`src/rtl/pushbutton_input_port_pkg.sv`:
```
// ----------------------------------------------------------------------------
// pushbutton_input_port_pkg
// Shared constants and types for the pushbutton input port.
//   UP_DATA_W      - default data-bus / button count of the 4-bit core
//   UP_DEB_CYCLES  - default number of stable cycles before a level is accepted
//   deb_state_t    - per-bit debounce status (synchronised input agrees with
//                    the accepted level, or is in the middle of a change)
// Build option: STICKY_CAPTURE_EN (see pushbutton_input_port.sv).
// ----------------------------------------------------------------------------
package pushbutton_input_port_pkg;

    localparam int UP_DATA_W     = 4;
    localparam int UP_DEB_CYCLES = 16;

    typedef enum logic {
        DEB_STABLE   = 1'b0,
        DEB_CHANGING = 1'b1
    } deb_state_t;

    // Smallest counter width able to hold DEB_CYCLES-1 without wrapping
    // while still satisfying 2**w > cycles.
    function automatic int debCntWidth(input int cycles);
        int w;
        w = 1;
        while ((2 ** w) <= cycles) begin
            w = w + 1;
        end
        return w;
    endfunction

endpackage

```
`src/rtl/pushbutton_input_port_if.sv`:
```
// ----------------------------------------------------------------------------
// pushbutton_input_port_if
// Read-side bus between the core and the pushbutton input port.
//   rd_en     core -> port   read strobe, one clk per read
//   data_out  port -> core   nibble for the core's bus buffer
//   pending   port -> core   at least one captured press is waiting
// Modports:
//   master - the core side (drives rd_en)
//   slave  - the port side (drives data_out, pending)
// Build option: STICKY_CAPTURE_EN changes the meaning of data_out/pending in
// the port, not the shape of this interface.
// ----------------------------------------------------------------------------
interface pushbutton_input_port_if #(
    parameter int WIDTH = 4
);
    logic             rd_en;
    logic [WIDTH-1:0] data_out;
    logic             pending;

    modport master (
        output rd_en,
        input  data_out,
        input  pending
    );

    modport slave (
        input  rd_en,
        output data_out,
        output pending
    );
endinterface

```
`src/rtl/pushbutton_input_port_btn_debounce.sv`:
```
// ----------------------------------------------------------------------------
// btn_debounce
// One pushbutton bit: 2-FF synchroniser, stability counter, accepted level
// and a one-cycle rise flag.
// Ports:
//   clk      in   system clock, rising edge
//   reset    in   asynchronous, active-high
//   i_raw    in   raw asynchronous button level (1 = pressed)
//   o_level  out  debounced level (registered)
//   o_rise   out  high during the cycle whose edge takes o_level from 0 to 1
// A new level is accepted on the edge where the counter sits at DEB_CYCLES-1
// and the synchronised input still disagrees with the current level, i.e.
// after DEB_CYCLES consecutive disagreeing samples.
// ----------------------------------------------------------------------------
module btn_debounce
    import pushbutton_input_port_pkg::*;
#(
    parameter int DEB_CYCLES = UP_DEB_CYCLES,
    parameter int CNT_W      = 5
) (
    input  logic clk,
    input  logic reset,
    input  logic i_raw,
    output logic o_level,
    output logic o_rise
);

    logic             r_meta;
    logic             r_sync;
    logic             r_level;
    logic [CNT_W-1:0] r_cnt;

    deb_state_t       w_state;
    logic             w_accept;

    // Two-stage synchroniser; r_sync is the only copy the rest of the logic sees.
    always_ff @(posedge clk or posedge reset) begin
        if (reset) begin
            r_meta <= 1'b0;
            r_sync <= 1'b0;
        end else begin
            r_meta <= i_raw;
            r_sync <= r_meta;
        end
    end

    assign w_state  = (r_sync == r_level) ? DEB_STABLE : DEB_CHANGING;
    assign w_accept = (w_state == DEB_CHANGING) &&
                      (r_cnt == CNT_W'(DEB_CYCLES - 1));

    // Any agreeing sample throws away the partial count, so a glitch shorter
    // than DEB_CYCLES never reaches the level and the counter never wraps.
    always_ff @(posedge clk or posedge reset) begin
        if (reset) begin
            r_cnt   <= '0;
            r_level <= 1'b0;
        end else begin
            case (w_state)
                DEB_STABLE: begin
                    r_cnt <= '0;
                end
                DEB_CHANGING: begin
                    if (w_accept) begin
                        r_level <= r_sync;
                        r_cnt   <= '0;
                    end else begin
                        r_cnt <= r_cnt + CNT_W'(1);
                    end
                end
                default: begin
                    r_cnt <= '0;
                end
            endcase
        end
    end

    assign o_level = r_level;
    // level_next & ~level, only non-zero on the accepting edge of a press.
    assign o_rise  = w_accept & r_sync & ~r_level;

endmodule

```
`src/rtl/pushbutton_input_port.sv`:
```
// ----------------------------------------------------------------------------
// pushbutton_input_port
// Input stage for the 4-bit core's IN path: synchronises and debounces the
// raw pushbuttons and presents a clean nibble to the core's bus buffer.
// Ports:
//   clk          in   system clock, rising edge
//   reset        in   asynchronous, active-high
//   i_btn_raw    in   raw asynchronous pushbutton levels (1 = pressed)
//   o_btn_level  out  debounced level of each button
//   bus          slave modport of pushbutton_input_port_if
//                  rd_en (in), data_out (out), pending (out)
// Build option STICKY_CAPTURE_EN:
//   defined   - presses are latched in a capture register until the core
//               reads them; data_out = capture register, pending = |capture,
//               a read clears every bit except ones rising on that same edge.
//   undefined - data_out = debounced level, pending = 0, rd_en unused.
// ----------------------------------------------------------------------------
module pushbutton_input_port
    import pushbutton_input_port_pkg::*;
#(
    parameter int WIDTH      = UP_DATA_W,
    parameter int DEB_CYCLES = UP_DEB_CYCLES,
    parameter int CNT_W      = 5
) (
    input  logic             clk,
    input  logic             reset,
    input  logic [WIDTH-1:0] i_btn_raw,
    output logic [WIDTH-1:0] o_btn_level,
    pushbutton_input_port_if.slave bus
);

    logic [WIDTH-1:0] w_level;
    logic [WIDTH-1:0] w_rise;

    // Bits are fully independent, one debouncer per button.
    for (genvar g = 0; g < WIDTH; g++) begin : g_bit
        btn_debounce #(
            .DEB_CYCLES (DEB_CYCLES),
            .CNT_W      (CNT_W)
        ) u_deb (
            .clk     (clk),
            .reset   (reset),
            .i_raw   (i_btn_raw[g]),
            .o_level (w_level[g]),
            .o_rise  (w_rise[g])
        );
    end

    assign o_btn_level = w_level;

`ifdef STICKY_CAPTURE_EN
    logic [WIDTH-1:0] r_cap;

    // Read-clear loads the current rises rather than zero, so a press that
    // completes on the read edge is kept for the next read.
    always_ff @(posedge clk or posedge reset) begin
        if (reset) begin
            r_cap <= '0;
        end else if (bus.rd_en) begin
            r_cap <= w_rise;
        end else begin
            r_cap <= r_cap | w_rise;
        end
    end

    assign bus.data_out = r_cap;
    assign bus.pending  = |r_cap;
`else
    logic w_unused;

    assign w_unused     = bus.rd_en ^ (|w_rise);
    assign bus.data_out = w_level;
    assign bus.pending  = 1'b0;
`endif

endmodule

```
`src/flat_wrapper.sv`:
```
// flat-port wrapper written by rule: the top's interface ports become plain ports
module pushbutton_input_port_flat import pushbutton_input_port_pkg::*;
#(
    parameter int WIDTH      = UP_DATA_W,
    parameter int DEB_CYCLES = UP_DEB_CYCLES,
    parameter int CNT_W      = 5
)
  (clk, reset, i_btn_raw, o_btn_level, bus_rd_en, bus_data_out, bus_pending);
  pushbutton_input_port_if #(.WIDTH(WIDTH)) bus_i ();
  input  logic clk;
  input  logic reset;
  input  logic [WIDTH-1:0] i_btn_raw;
  output logic [WIDTH-1:0] o_btn_level;
  input wire logic [$bits(bus_i.rd_en)-1:0] bus_rd_en;
  output wire logic [$bits(bus_i.data_out)-1:0] bus_data_out;
  output wire logic [$bits(bus_i.pending)-1:0] bus_pending;
  assign bus_i.rd_en = bus_rd_en;
  assign bus_data_out = bus_i.data_out;
  assign bus_pending = bus_i.pending;
  pushbutton_input_port #(.WIDTH(WIDTH), .DEB_CYCLES(DEB_CYCLES), .CNT_W(CNT_W)) u_core (.clk(clk), .reset(reset), .i_btn_raw(i_btn_raw), .o_btn_level(o_btn_level), .bus(bus_i));
endmodule
```
`config.mk`:
```
export PLATFORM = sky130hd
export DESIGN_NAME = pushbutton_input_port_flat
export DESIGN_NICKNAME = d
export VERILOG_FILES = /design/src/rtl/pushbutton_input_port_pkg.sv /design/src/rtl/pushbutton_input_port_if.sv /design/src/rtl/pushbutton_input_port_btn_debounce.sv /design/src/rtl/pushbutton_input_port.sv /design/src/flat_wrapper.sv
export SDC_FILE = /design/constraint.sdc
export NUM_CORES = 1
export LEC_CHECK = 0
export BUFFER_PORTS_ARGS = -buffer_cell sky130_fd_sc_hd__buf_2
export CORE_ASPECT_RATIO = 0.75
export CORE_MARGIN = 2
export CORE_UTILIZATION = 55
export CTS_CLUSTER_DIAMETER = 30
export DETAILED_ROUTE_END_ITERATION = 7
export PLACE_DENSITY_LB_ADDON = 0.08
export SLEW_MARGIN = 20
export SYNTH_ARGS = -nofsm -noshare
export SYNTH_HDL_FRONTEND = slang
export SYNTH_SLANG_ARGS = --single-unit
```
`constraint.sdc`:
```
create_clock -name clk -period 1.5 [get_ports clk]
set_input_delay 0.075 -clock clk [delete_from_list [all_inputs] [get_ports clk]]
set_output_delay 0.075 -clock clk [all_outputs]
set_load 0.05 [all_outputs]
```
### Word-level counts from Yosys, hierarchy flattened

Cells that the tools add are included.

* div/mod/pow operators: 0
* bitwise gates (word level): 4
* eq/ne operators: 8
* order comparisons: 0
* multiply operators: 0
* muxes and demuxes: 12
* shift operators: 0
* reduce and logical (&&, ||, !) cells: 8
* add/sub/neg operators: 4

Operator list (number)
* case mux 5 bit (2 select lines): 4
* adder 5 x 1 -> 5 bit (second input constant): 4
* == test 5 x 4 -> 1 bit (second input constant): 4
* 2-to-1 mux 5 bit: 4
* AND reduction 2 bit: 4
* == test 1 bit: 4
* logical AND 1 bit: 4
* 2-to-1 mux 1 bit: 4
* NOT 1 bit: 4

* register bits after elaboration: 32
* logic and storage cells: 52
* ROM bits: 0
* memories kept: 0
* latch bits: 0
* bits in writable memories: 0

### Longest topological paths before layout

* depth in word-level cells: 5
* mapped depth: 4

### Hierarchy

A second synthesis with hierarchy kept.

* cells, all modules: 106
* area, all modules: 1332.5 µm²

By module, submodules not included
* btn_debounce: area each 322.8 µm², instances 4, sequential area each 200.2 µm², cells each 25
* pushbutton_input_port: area each 41.3 µm², instances 1, sequential area each 0.0 µm², cells each 6

### Worst setup path before layout

No wires, ideal clock.

* path type: register to register
* start: register u_core.g_bit[2].u_deb.r_cnt[0]
* end: register u_core.g_bit[2].u_deb.r_level
* arrival time: 1.020 ns
* period minus slack after synthesis: 1.147 ns
* buffers on the path: 0
* path slack: 0.353 ns
* stages on the path, launching flop included: 5
* cells stage by stage: dfrtp_1 -> ha_1 -> nand3_2 -> nor2_2 -> mux2_1

* longest elaborated chain between the ends: 3

Ends and longest elaborated chain
* start, declared: line pushbutton_input_port_btn_debounce.sv:31 `logic [CNT_W-1:0] r_cnt;`
* start signal, assigned: line pushbutton_input_port_btn_debounce.sv:67 `r_cnt <= r_cnt + CNT_W'(1);`
* == test 5 x 4 -> 1 bit: line pushbutton_input_port_btn_debounce.sv:49 `(r_cnt == CNT_W'(DEB_CYCLES - 1));`
* logical AND 1 bit: line pushbutton_input_port_btn_debounce.sv:48 `assign w_accept = (w_state == DEB_CHANGING) &&`
* AND reduction 2 bit (no source line)
* end signal, assigned: line pushbutton_input_port_btn_debounce.sv:64 `r_level <= r_sync;`
* end, declared: line pushbutton_input_port_btn_debounce.sv:30 `logic r_level;`

Every way passes these cells.
A chain may end at the register's enable or synchronous reset.

### Worst setup path after layout

* start: register u_core.g_bit[0].u_deb.r_cnt[0]
* end: register u_core.g_bit[0].u_deb.r_level

* longest elaborated chain between the ends: 3

Ends and longest elaborated chain (line)
* start, declared: pushbutton_input_port_btn_debounce.sv:31
* start signal, assigned: pushbutton_input_port_btn_debounce.sv:67
* == test 5 x 4 -> 1 bit: pushbutton_input_port_btn_debounce.sv:49
* logical AND 1 bit: pushbutton_input_port_btn_debounce.sv:48
* AND reduction 2 bit (no source line)
* end signal, assigned: pushbutton_input_port_btn_debounce.sv:64
* end, declared: pushbutton_input_port_btn_debounce.sv:30

Every way passes these cells.

==> impl_metrics.json <==
{
  "ctsResizeCount": 0,
  "rows": 15,
  "synth_seq_cells": 32,
  "dpl.hpwl_mm": 1.073,
  "critical_path.max_fanout": 3,
  "netlist.area_leader.share": 0.6202,
  "h-tree-depth": 2,
  "syn_inst": 103,
  "via_per_inst": 4.747,
  "fin_crit_ns": 1.218,
  "drive_gt1_frac": 0.2397,
  "clock.fmax_mhz": 820.8,
  "path_clk_slew_ns": 0.10,
  "areaGrowthSynthToFinish_pct": 12.60,
  "syn-num-nets": 114,
  "firstDrtPassIters": 4,
  "synth_area_leaders": "dfrtp_1, xor2_1, buf_4",
  "hold_class": "reg -> reg",
  "yosys.area_share.xor_xnor": 0.08140,
  "gr-usage-met1": 0.1944,
  "cts_root_buffer": "clkbuf_4",
  "grt_usage": 0.1501,
  "antenna_found_initial": 0,
  "leakagePower_nw": 0.7973,
  "clk_latency_ns": 0.33,
  "drtIter0Drc": 19,
  "crit_arrival_ns": 1.44,
  "die_y_microns": 45.96,
  "die_x_microns": 59.95,
  "syn_area_per_cell_sq_um": 12.54,
  "dr_total_vias": 693,
  "final-max-slew-violation-count": 0,
  "grt_overflow_total": 0,
  "ir_drop_mv": 0.7931,
  "met2_usage": 0.2043,
  "critical_path_class": "reg -> reg",
  "n_antenna_cell": 0,
  "critPathLaunchType": "flip-flop",
  "hold_slack_ns": 0.3557,
  "synth-adder-area-share": 0.03876,
  "postRouteWirelength_mm": 1.634,
  "synth.distinct_cells": 14,
  "ys_seq_area_frac": 0.6202,
  "post_drt_wl_per_cell_microns": 11.19,
  "start_util": 0.5733,
  "hold_viol": 0,
  "grt_busiest_layer": "met2",
  "io_pins": 16,
  "worstPathRequired_ns": 1.72,
  "synth_compound_area_frac": 0.01550,
  "status": "completed",
  "numCtsBuffers": 5,
  "cp-end-kind": "flip-flop",
  "fin_nets": 131,
  "grt_max_degree": 33,
  "cts_buffer_depth": 2,
  "met3_usage": 0.05966,
  "yosys.area_share.simple": 0.1395,
  "grt_pass1_vias": 639,
  "place_congestion": 0.7355,
  "core_sq_um": 2252,
  "cts_tree": "built",
  "fin_tns_setup_ns": 0,
  "rsz0062_at_grt": "false",
  "ant_nets": 0,
  "final.period_utilization": 0.8123,
  "numClockSinks": 32,
  "die_area_sq_um": 2755,
  "synth_top_family_by_area": "simple AND/OR/NAND/NOR gates",
  "syn_area_sq_um": 1291,
  "port_buffers": 13,
  "drc_errors": 0,
  "setup-violations-final": 0,
  "powerDensity_nw_per_um2": 1138,
  "synth_warnings": 0,
  "finClkSkew_ns": 0.01426,
  "grt_pass1_wl_mm": 2.780,
  "synth_top_cell_by_area": "dfrtp_1",
  "maxCapViolCount": 0,
  "muxShareOfSynthArea": 0.03488
}
-- worst paths after layout --
path	from	end	slack (ns)	cells after the start
worst min register to register	u_core.g_bit[3].u_deb.r_meta	u_core.g_bit[3].u_deb.r_sync	0.36	0
worst max register to register	u_core.g_bit[0].u_deb.r_cnt[0]	u_core.g_bit[0].u_deb.o_level	0.28	4
worst min-delay path	u_core.g_bit[3].u_deb.r_meta	u_core.g_bit[3].u_deb.r_sync	0.36	0
min in group asynchronous	reset	u_core.g_bit[2].u_deb.r_meta	0.37	4
max in group asynchronous	reset	u_core.g_bit[3].u_deb.o_level	0.84	4
worst max-delay path	u_core.g_bit[0].u_deb.r_cnt[0]	u_core.g_bit[0].u_deb.o_level	0.28	4
-- critical path, cell delays in order, from the launching register on --
cell and delay (ns):
dfrtp_1 0.38, ha_1 0.21, nand3_2 0.11, nor2_2 0.10, mux2_1 0.31
-- state kept, by name, indices dropped and copies added, names as in the netlist --
signal	cells
u_core.g_bit.u_deb.r_meta	4
u_core.g_bit.u_deb.r_sync	4
u_core.g_bit.u_deb.r_cnt	20
u_core.g_bit.u_deb.o_level	4
-- synth_stat cells, drive strengths merged --
cell type / count
dfrtp: 32
nor2: 16
xor2: 12
buf: 9
nand3: 8
inv: 5
and2: 4
and3: 4
ha: 4
mux2: 4
o21ai: 4
conb: 1
-- cell type report --
class | count | area [sq um]
clock buffers | 6 | 41.29
clock inverters | 2 | 35.03
flip-flops and latches | 32 | 800.8
inverters | 5 | 18.77
fillers | 168 | 798.3
repair buffers | 19 | 122.6
multi-input cells | 57 | 404.1
well taps | 25 | 31.28
-- cells in the final DEF, fill, tap and decap left out --
cell type / Yosys / layout
inv_1: 5 / 5
and3_1: 4 / 4
nor2_1: 12 / 12
nand3_2: 4 / 4
o21ai_1: 4 / 4
buf_4: 9 / 1
clkinv_2: 0 / 1
clkbuf_4: 0 / 5
dlygate4sd3_1: 0 / 5
bufinv_16: 0 / 1
nor2_2: 4 / 4
ha_1: 4 / 4
dfrtp_1: 32 / 32
and2_1: 4 / 4
clkbuf_1: 0 / 1
nand3_1: 4 / 4
xor2_1: 12 / 12
conb_1: 1 / 1
buf_2: 0 / 13
mux2_1: 4 / 4
-- through the flow --
stage / worst slack [ns] / total power [mW] / cell area, sq um / utilization / instances
finish: 0.2816 / 1.655 / 1454 / 0.6456 / 146
floorplan: 0.3527 / 1.006 / 1291 / - / 103
global placement: 0.3101 / 1.025 / 1328 / 0.5894 / 133
CTS: 0.2761 / 1.682 / 1454 / 0.6456 / 146
detailed placement: 0.2888 / 1.030 / 1328 / 0.5894 / 133
global route: 0.1805 / 1.742 / 1454 / 0.6456 / 146
-- report_power, final --
part | internal, mW | switching [mW]
clock network | 0.349 | 0.284
registers | 0.899 | 0.0245
logic | 0.0425 | 0.0550
total | 1.29 | 0.364
-- cells by family (layout without fill, tap and decap cells) --
group,count (synthesis),after routing
DFF,32,32
and+or+nand+nor,32,32
buffers and inverters,14,32
xor gates and xnor gates,12,12
adders and majority gates,4,4
AOI/OAI and AO/OA,4,4
muxes,4,4
other,1,1
-- per-layer routing --
| layer | up-vias | wire [microns] |
|---|---|---|
| li1 | 353 | - |
| met1 | 319 | 798 |
| met2 | 16 | 715 |
| met3 | 5 | 77 |
| met4 | 0 | 43 |
| met5 | - | 0 |
-- repair_timing --
| item | in CTS | in global routing |
|---|---|---|
| setup buffers | 0 | 0 |
| hold buffers | 5 | 0 |
| hold endpoints to repair | 36 | 0 |
Power figures use the tool's default switching activity.
